==> src/rtl/mem_port_arbiter_pkg.sv <==
// mem_port_arbiter_pkg
// Shared types and constants for the memory port arbiter and its watchdog.
//   MEM_ADDR_W / MEM_DATA_W / MEM_BE_W : bus field widths used by mem_req_t
//   arb_state_e                        : bus sequencing states
//   owner_e                            : which requester owns the current access
//   mem_req_t                          : registered copy of one bus request
//   cnt_width()                        : counter width able to hold 0..n (min 1)
package mem_port_arbiter_pkg;

    localparam int MEM_ADDR_W = 32;
    localparam int MEM_DATA_W = 32;
    localparam int MEM_BE_W   = MEM_DATA_W / 8;

    typedef enum logic [1:0] {
        IDLE,
        ADDR,
        RESP
    } arb_state_e;

    typedef enum logic {
        OWN_IF,
        OWN_MA
    } owner_e;

    typedef struct packed {
        logic                  we;
        logic [MEM_ADDR_W-1:0] addr;
        logic [MEM_BE_W-1:0]   be;
        logic [MEM_DATA_W-1:0] wdata;
    } mem_req_t;

    // A limit of 0 still needs a 1-bit counter so the ports stay legal.
    function automatic int cnt_width(input int n);
        int w;
        w = $clog2(n + 1);
        return (w < 1) ? 1 : w;
    endfunction

endpackage

==> src/rtl/mem_watchdog.sv <==
// mem_watchdog
// Counts enabled cycles since the last clear and flags the cycle in which
// the count of enabled cycles reaches the limit. A limit of 0 never expires.
//   clk       : clock
//   rst       : asynchronous active-low reset
//   i_clear   : restart the count (takes priority over i_enable)
//   i_enable  : count this cycle
//   i_limit   : number of enabled cycles allowed
//   o_expired : high during the i_limit-th enabled cycle after a clear
module mem_watchdog #(
    parameter int CNT_W = 8
) (
    input  logic             clk,
    input  logic             rst,
    input  logic             i_clear,
    input  logic             i_enable,
    input  logic [CNT_W-1:0] i_limit,
    output logic             o_expired
);

    localparam logic [CNT_W-1:0] ONE = 1;

    logic [CNT_W-1:0] r_count;

    always_ff @(posedge clk or negedge rst) begin
        if (!rst) begin
            r_count <= '0;
        end else if (i_clear) begin
            r_count <= '0;
        end else if (i_enable) begin
            r_count <= r_count + ONE;
        end
    end

    // r_count holds the number of enabled cycles already spent, so the
    // current cycle is the last allowed one when it equals limit-1.
    assign o_expired = i_enable && (i_limit != '0) && (r_count == i_limit - ONE);

endmodule

==> src/rtl/mem_port_arbiter.sv <==
// mem_port_arbiter
// Shares one req/gnt/rvalid memory port between instruction fetch (IF) and
// load/store (MA). One access is outstanding at a time; MA has priority but
// IF is forced through after MAX_DATA_STREAK consecutive MA grants made while
// IF was waiting. A watchdog ends a hung response phase with an error pulse.
// ADDR_W/DATA_W must match the package widths used by mem_req_t.
//   clk, rst                                    : clock, async active-low reset
//   i_if_req, i_if_addr                         : fetch request (held to completion)
//   o_if_rdata, o_instr_ready                   : fetch data / fetch not stalled
//   i_ma_req, i_ma_we, i_ma_addr, i_ma_be,
//   i_ma_wdata                                  : data request (held to completion)
//   o_ma_rdata, o_data_ready                    : load data / data not stalled
//   o_err                                       : completion caused by timeout
//   o_mem_req, o_mem_we, o_mem_addr, o_mem_be,
//   o_mem_wdata                                 : bus address phase
//   i_mem_gnt, i_mem_rvalid, i_mem_rdata        : bus accept / response
module mem_port_arbiter
    import mem_port_arbiter_pkg::*;
#(
    parameter int ADDR_W          = MEM_ADDR_W,
    parameter int DATA_W          = MEM_DATA_W,
    parameter int MAX_DATA_STREAK = 4,
    parameter int TIMEOUT_CYCLES  = 255
) (
    input  logic                clk,
    input  logic                rst,
    input  logic                i_if_req,
    input  logic [ADDR_W-1:0]   i_if_addr,
    output logic [DATA_W-1:0]   o_if_rdata,
    output logic                o_instr_ready,
    input  logic                i_ma_req,
    input  logic                i_ma_we,
    input  logic [ADDR_W-1:0]   i_ma_addr,
    input  logic [DATA_W/8-1:0] i_ma_be,
    input  logic [DATA_W-1:0]   i_ma_wdata,
    output logic [DATA_W-1:0]   o_ma_rdata,
    output logic                o_data_ready,
    output logic                o_err,
    output logic                o_mem_req,
    output logic                o_mem_we,
    output logic [ADDR_W-1:0]   o_mem_addr,
    output logic [DATA_W/8-1:0] o_mem_be,
    output logic [DATA_W-1:0]   o_mem_wdata,
    input  logic                i_mem_gnt,
    input  logic                i_mem_rvalid,
    input  logic [DATA_W-1:0]   i_mem_rdata
);

    localparam int                  STREAK_W   = cnt_width(MAX_DATA_STREAK);
    localparam logic [STREAK_W-1:0] STREAK_MAX = STREAK_W'(MAX_DATA_STREAK);
    localparam logic [STREAK_W-1:0] STREAK_ONE = 1;
    localparam int                  WD_W       = cnt_width(TIMEOUT_CYCLES);
    localparam logic [WD_W-1:0]     WD_LIMIT   = WD_W'(TIMEOUT_CYCLES);

    arb_state_e          r_state;
    arb_state_e          w_next_state;
    owner_e              r_owner;
    mem_req_t            r_req;
    logic [STREAK_W-1:0] r_streak;

    logic w_any_req;
    logic w_grant_ma;
    logic w_expired;
    logic w_complete;

    assign w_any_req  = i_if_req || i_ma_req;
    // MA wins unless fetch has already been passed over STREAK_MAX times.
    assign w_grant_ma = i_ma_req && (!i_if_req || (r_streak != STREAK_MAX));

    // Next state plus the per-state outputs. An rvalid outside RESP falls
    // through untouched, which is how stray or post-reset responses are dropped.
    always_comb begin
        w_next_state = r_state;
        o_mem_req    = 1'b0;
        w_complete   = 1'b0;
        o_err        = 1'b0;
        unique case (r_state)
            IDLE: begin
                if (w_any_req) begin
                    w_next_state = ADDR;
                end
            end
            ADDR: begin
                o_mem_req = 1'b1;
                if (i_mem_gnt) begin
                    w_next_state = RESP;
                end
            end
            RESP: begin
                if (i_mem_rvalid || w_expired) begin
                    w_complete   = 1'b1;
                    o_err        = !i_mem_rvalid;
                    w_next_state = IDLE;
                end
            end
            default: begin
                w_next_state = IDLE;
            end
        endcase
    end

    always_ff @(posedge clk or negedge rst) begin
        if (!rst) begin
            r_state <= IDLE;
        end else begin
            r_state <= w_next_state;
        end
    end

    // Capture the winning request in IDLE so the bus fields stay stable for
    // however long gnt is withheld, independent of the requester's inputs.
    always_ff @(posedge clk or negedge rst) begin
        if (!rst) begin
            r_owner <= OWN_IF;
            r_req   <= '0;
        end else if ((r_state == IDLE) && w_any_req) begin
            if (w_grant_ma) begin
                r_owner     <= OWN_MA;
                r_req.we    <= i_ma_we;
                r_req.addr  <= i_ma_addr;
                r_req.be    <= i_ma_be;
                r_req.wdata <= i_ma_wdata;
            end else begin
                r_owner     <= OWN_IF;
                r_req.we    <= 1'b0;
                r_req.addr  <= i_if_addr;
                r_req.be    <= '1;
                r_req.wdata <= '0;
            end
        end
    end

    // Streak of MA grants that overtook a waiting fetch. Only IDLE cycles
    // make arbitration decisions, so the count is frozen during an access.
    always_ff @(posedge clk or negedge rst) begin
        if (!rst) begin
            r_streak <= '0;
        end else if (r_state == IDLE) begin
            if (!i_if_req) begin
                r_streak <= '0;
            end else if (w_grant_ma) begin
                if (r_streak != STREAK_MAX) begin
                    r_streak <= r_streak + STREAK_ONE;
                end
            end else begin
                r_streak <= '0;
            end
        end
    end

    mem_watchdog #(
        .CNT_W(WD_W)
    ) u_watchdog (
        .clk      (clk),
        .rst      (rst),
        .i_clear  ((r_state == ADDR) && i_mem_gnt),
        .i_enable (r_state == RESP),
        .i_limit  (WD_LIMIT),
        .o_expired(w_expired)
    );

    assign o_mem_we    = r_req.we;
    assign o_mem_addr  = r_req.addr;
    assign o_mem_be    = r_req.be;
    assign o_mem_wdata = r_req.wdata;

    assign o_if_rdata  = i_mem_rdata;
    assign o_ma_rdata  = i_mem_rdata;

    assign o_instr_ready = !i_if_req || (w_complete && (r_owner == OWN_IF));
    assign o_data_ready  = !i_ma_req || (w_complete && (r_owner == OWN_MA));

endmodule

==> config.mk <==
export PLATFORM = sky130hd
export DESIGN_NAME = mem_port_arbiter
export DESIGN_NICKNAME = d
export VERILOG_FILES = /design/src/rtl/mem_port_arbiter_pkg.sv /design/src/rtl/mem_watchdog.sv /design/src/rtl/mem_port_arbiter.sv
export SDC_FILE = /design/constraint.sdc
export NUM_CORES = 1
export LEC_CHECK = 0
export CAP_MARGIN = 10
export CORE_ASPECT_RATIO = 0.6
export CORE_MARGIN = 8
export CORE_UTILIZATION = 38
export DETAILED_ROUTE_END_ITERATION = 8
export GPL_ROUTABILITY_DRIVEN = 0
export PLACE_DENSITY = 0.82
export SYNTH_ARGS = -nofsm -noshare
export SYNTH_HDL_FRONTEND = slang
export SYNTH_SLANG_ARGS = --single-unit
export TNS_END_PERCENT = 20
==> constraint.sdc <==
create_clock -name clk -period 2.15 [get_ports clk]
set_clock_uncertainty 0.15 [all_clocks]
set_input_delay 0.43 -clock clk [delete_from_list [all_inputs] [get_ports clk]]
set_output_delay 0.43 -clock clk [all_outputs]
set_load 0.02 [all_outputs]
**Word level (Yosys, flattened, before mapping)**

Index checks and enable logic that the tools add are counted.

- Input port bits: 139
- Flip-flop bits (word level): 83
- Output and inout bits: 137

- Eq/ne operators: 8
- Reduce and logical (&&, ||, !) cells: 18
- Multiplexer cells: 16
- Bitwise logic cells: 1
- Add/subtract/negate cells: 2

Operators with widths:

| operator | count |
|---|---|
| $mux 69 | 1 |
| $mux 8 | 2 |
| $mux 3 | 3 |
| $add 8x1->8 const B | 1 |
| $eq 8x8->1 const B | 1 |
| $logic_and 1x1->1 | 6 |
| $mux 1 | 6 |
| $mux 2 | 3 |
| $ne 2x2->1 const B | 3 |
| $pmux 2 s3 | 1 |
| $logic_or 1x1->1 | 5 |
| $add 3x1->3 const B | 1 |
| $logic_not 1->1 | 3 |
| $ne 3x2->1 const B | 1 |
| $ne 3x3->1 const B | 1 |
| $reduce_and 3->1 | 1 |
| $eq 2x1->1 const B | 1 |
| $eq 2x2->1 const B | 1 |
| $logic_not 2->1 | 1 |
| $reduce_and 2->1 | 1 |
| $reduce_bool 2->1 | 1 |
| $not 1->1 | 1 |

**Longest topological paths before layout**

- Depth after elaboration: 7
- Mapped depth: 7
- Depth with buffers taken out: 5

**By module**

Synthesis repeated with hierarchy kept, for this count alone.

- Cell total of the unflattened synthesis: 448
- Area, all modules: 4685.7 µm²

Modules (own cells, without submodules):

| module | area each (µm²) | times used | cells an instance | sequential area each (µm²) |
|---|---|---|---|---|
| mem_port_arbiter | 4030.1 | 1 | 374 | 1876.8 |
| mem_watchdog | 655.6 | 1 | 74 | 200.2 |

**Least setup slack after synthesis**

Ideal clock, no wire load.

- Path kind: register to output
- From: reg r_state[0]
- To: out o_instr_ready
- Arrival: 1.380 ns
- Stages on the path, launching flop included: 5
- Path buffers: 2
- Path slack: 0.190 ns
- Cells stage by stage: dfrtp_1 -> clkbuf_1 -> nand2b_1 -> buf_2 -> o31ai_1

- Word-level cells in the longest chain between the ends: 7

Ends and longest elaborated chain:

| what | RTL line | text |
|---|---|---|
| start, declared | mem_port_arbiter.sv:55 | `arb_state_e r_state;` |
| start signal, assigned | mem_port_arbiter.sv:106 | `r_state <= w_next_state;` |
| $eq 2x2->1 * | mem_port_arbiter.sv:77, mem_port_arbiter.sv:157 |  |
| $logic_and 1x1->1 | mem_watchdog.sv:37 | `assign o_expired = i_enable && (i_limit != '0) && (r_count == i_limit - ONE);` |
| $logic_or 1x1->1 | mem_port_arbiter.sv:90 | `if (i_mem_rvalid \|\| w_expired) begin` |
| $mux 1 | mem_port_arbiter.sv:90 |  |
| $mux 1 * | mem_port_arbiter.sv:77 | `unique case (r_state)` |
| $logic_and 1x1->1 * | mem_port_arbiter.sv:170 | `assign o_instr_ready = !i_if_req \|\| (w_complete && (r_owner == OWN_IF));` |
| $logic_or 1x1->1 * | mem_port_arbiter.sv:170 |  |
| end, declared | mem_port_arbiter.sv:30 | `output logic o_instr_ready,` |

Every way passes the cells marked *; elsewhere a longest branch is shown, timed or not.

**Worst setup path after layout**

- From: reg u_watchdog.r_count[0]
- To: out o_instr_ready

- Word-level cells in the longest chain between the ends: 7

Ends and longest elaborated chain:

| what | RTL line | text |
|---|---|---|
| start, declared | mem_watchdog.sv:23 | `logic [CNT_W-1:0] r_count;` |
| start signal, assigned | mem_watchdog.sv:31 | `r_count <= r_count + ONE;` |
| $eq 8x8->1 | mem_watchdog.sv:37 |  |
| $logic_and 1x1->1 | mem_watchdog.sv:37 |  |
| $logic_or 1x1->1 | mem_port_arbiter.sv:90 |  |
| $mux 1 | mem_port_arbiter.sv:90 |  |
| $mux 1 | mem_port_arbiter.sv:77 |  |
| $logic_and 1x1->1 | mem_port_arbiter.sv:170 |  |
| $logic_or 1x1->1 | mem_port_arbiter.sv:170 |  |

No other way between the ends.

==> run summary <==
Post-route DRC violation count -> 0
Reg-to-reg endpoint -> o_mem_be[3]$_DFFE_PN0P_
Vias in the first global route -> 4,016
Gr usage total -> 0.1701
Clock Tree Buf Depth -> 2
Least-Margin Pin Slew -> 0.5929 ns
Post-synth EDFFs -> 0
Sw Pwr -> 0.003486 W
Switching Share -> 0.3987
Net count after synthesis -> 558
Max Slew Vio Count -> 0
Initial antenna violation count -> 0
#FFs+latches synth -> 83
Critical path's top delay family -> flip-flops
CTS tree -> done
Post-synthesis cell count -> 415
Critical Path Source Type -> register
Worst path max stage delay -> 0.38 ns
Setup TNS -> 0 ns
CTS sink count -> 83
Cells taking the most area after synthesis -> dfrtp_1 46%, buf_4 12%, o221ai_2 10%
R2r startpoint -> r_state[0]$_DFFE_PN0P_
Synth-to-Final Area Change -> 41.91%
Worst hold slack -> 0.3562 ns
Via count -> 3,716
Internal Power -> 0.005256 W
Chip Width -> 156.3 µm
Hold Crit Endpoint -> o_mem_we$_DFFE_PN0P_
Die area -> 15,650 µm²
Max_cap viols -> 0
WHS Path Cells -> 1
Effective utilization at floorplan -> 0.3932
WP depth -> 5
Asr flop ratio synth -> 1.000
WP data arrival -> 1.54 ns
Final hold vios -> 0
Status -> finished clean
CP Buf/Inv Count -> 2
Maximum vdd drop -> 641.9 µV
Ratio of cells with drive above 1 in the final layout -> 0.1558
Slew margin rel. -> 0.6047
Synth Cell Area -> 4487 µm²
CTS root buf -> clkbuf_16
Largest fanout on the critical path -> 3
Routed Antenna Nets -> 0
DRC violation total after the first TritonRoute iteration -> 143
Mapped Avg Cell Area -> 10.81 µm²
Total Routed Length -> 13.64 mm
FMAX -> 0.4717 GHz
Final nets -> 677
Ys flop type -> dfrtp_1
Tcrit/Tclk final -> 0.9861
Die Height -> 100.2 µm
Required @ worst endpoint -> 1.57 ns
Leak pwr -> 2.653 nW
Area leader, netlist -> dfrtp_1
Yosys top cell area share -> 0.4629
CP Capture Type -> primary output
Reg clk slew, reported paths -> 0.06 ns
RSZ-0062 raised after global routing -> yes
Clock Power Share -> 0.168
Antenna diodes -> 0
Total iterations of the first detailed-routing run -> 5
Total congestion overflow -> 0
HP Class -> reg -> reg
Routed WL per cell -> 19.51 µm
Final-report setup violation count -> 0
Routed vias/inst -> 5.316
Final Critical Period -> 2.120 ns
Pwr dens -> 1373 nW/µm²
Register-to-Register Path Depth -> 5
Core area -> 11,410 µm²
Std-Cell Rows -> 30
CP Class -> reg -> out
H-tree levels -> 3
Startpoint of the worst hold path -> o_mem_we$_DFFE_PN0P_
Global-route wire length before repair -> 21.42 mm
Slowest stage cell, crit path -> dfrtp_1
PortBufs -> 179
Io pins -> 276
Sequential area share after synthesis -> 0.4629
Largest net degree at the start of global routing -> 46
Comb pwr share -> 0.531
CP Cell Sequence -> inv_1, ha_2, a41oi_4, o31ai_2, buf_4
Num CTS Buffers -> 9
Sequential Power Share -> 0.300
Clock Latency Late Sink -> 0.33 ns
Distinct cell type count after synthesis -> 38
Hpwl dp -> 10.09 mm
Total power -> 0.008742 W
Synth Warn # -> 0
Flop2flop setup slack -> 0.21 ns
## power by group through the flow
stage / sequential (W) / clock, W / combinational (W)
after CTS: 0.00263 / 0.00152 / 0.00468
after global routing: 0.00271 / 0.00159 / 0.00499
after detailed placement: 0.00263 / 0 / 0.00469
after floorplan: 0.00332 / 0 / 0.00214
final: 0.00263 / 0.00147 / 0.00464
after global placement: 0.00261 / 0 / 0.00455
## cell type report
type,count,area [µm²]
sequential,83,2077
timing repair buffer,206,2031
fill,987,5044
tap,160,200.2
multi-input combinational,197,1638
clock buffer,9,225.2
inverter,37,138.9
clock inverter,7,57.56
## registers in the layout, summed over array words and instances (netlist names)
name and count:
r_owner 1, o_mem_we 1, o_mem_addr 32, r_state 2
r_streak 3, u_watchdog.r_count 8, o_mem_wdata 32, o_mem_be 4
## cell usage after synthesis (2+ instances only)
master    number
dfrtp_1       83
buf_4         69
nand3_1       39
inv_1         37
nand4_1       35
a22o_1        34
o221ai_2      30
clkbuf_1      16
nand2_1        9
buf_2          8
o21ai_0        7
buf_6          5
mux2i_1        5
ha_1           4
o22a_1         4
nand2b_1       3
and3_1         2
and4_1         2
o221ai_1       2
o31ai_1        2
or2_1          2
## cell families after synthesis
kind of cell | after synthesis | share of synthesized area
buffers and inverters | 135 | 0.1813
and+or+nand+nor | 102 | 0.1316
AOI/OAI and AO/OA | 86 | 0.2019
DFF | 83 | 0.4629
muxes | 5 | 0.01115
adders and majority gates | 4 | 0.01115
## what timing repair did
action                     CTS  global route
buffers inserted             0             1
pin swaps                    2             2
gates resized for setup     17             5
hold endpoints to repair    38             0
hold buffers                 1             0
setup endpoints to repair    4             3
## worst max path at each step
stage,startpoint,end,slack [ns]
2_1_floorplan,r_state[0]$_DFFE_PN0P_,o_instr_ready,0.19
3_3_place_gp,i_mem_rvalid,o_instr_ready,-0.30
3_5_place_dp,i_mem_rvalid,o_instr_ready,-0.41
4_1_cts,u_watchdog.r_count[0]$_DFFE_PN0P_,o_instr_ready,-0.02
5_1_grt,u_watchdog.r_count[0]$_DFFE_PN0P_,o_instr_ready,-0.06
6_report,u_watchdog.r_count[0]$_DFFE_PN0P_,o_instr_ready,0.03
## layout by cell type (no fill, tap or decap), drive strengths merged, types with 7 or more instances in the layout
cell type and instances:
clkdlybuf4s50 174, nand4 35, a22o 34, nand2 9, clkbuf 9, o21ai 7
inv 41, o221ai 32, dfrtp 83, nand3 39, buf 30
## routing by layer
layer  vias to the layer above  track usage  wire (µm)
met2                       215       0.2523       5795
li1                       1699            -          -
met3                        23      0.08709       1649
met4                         0      0.04555        199
met5                         -            0          0
met1                      1779       0.2135       5994
## stage by stage
stage	utilization	std cells	setup WS (ns)	instance area [µm²]
2_1_floorplan	-	415	0.1899	4487
3_3_place_gp	0.5304	681	-0.3020	6052
3_5_place_dp	0.5304	681	-0.4065	6052
4_1_cts	0.5563	698	-0.01772	6347
5_1_grt	0.5580	699	-0.05745	6367
6_report	0.5580	699	0.02993	6367
Power figures use the tool's default switching activity.
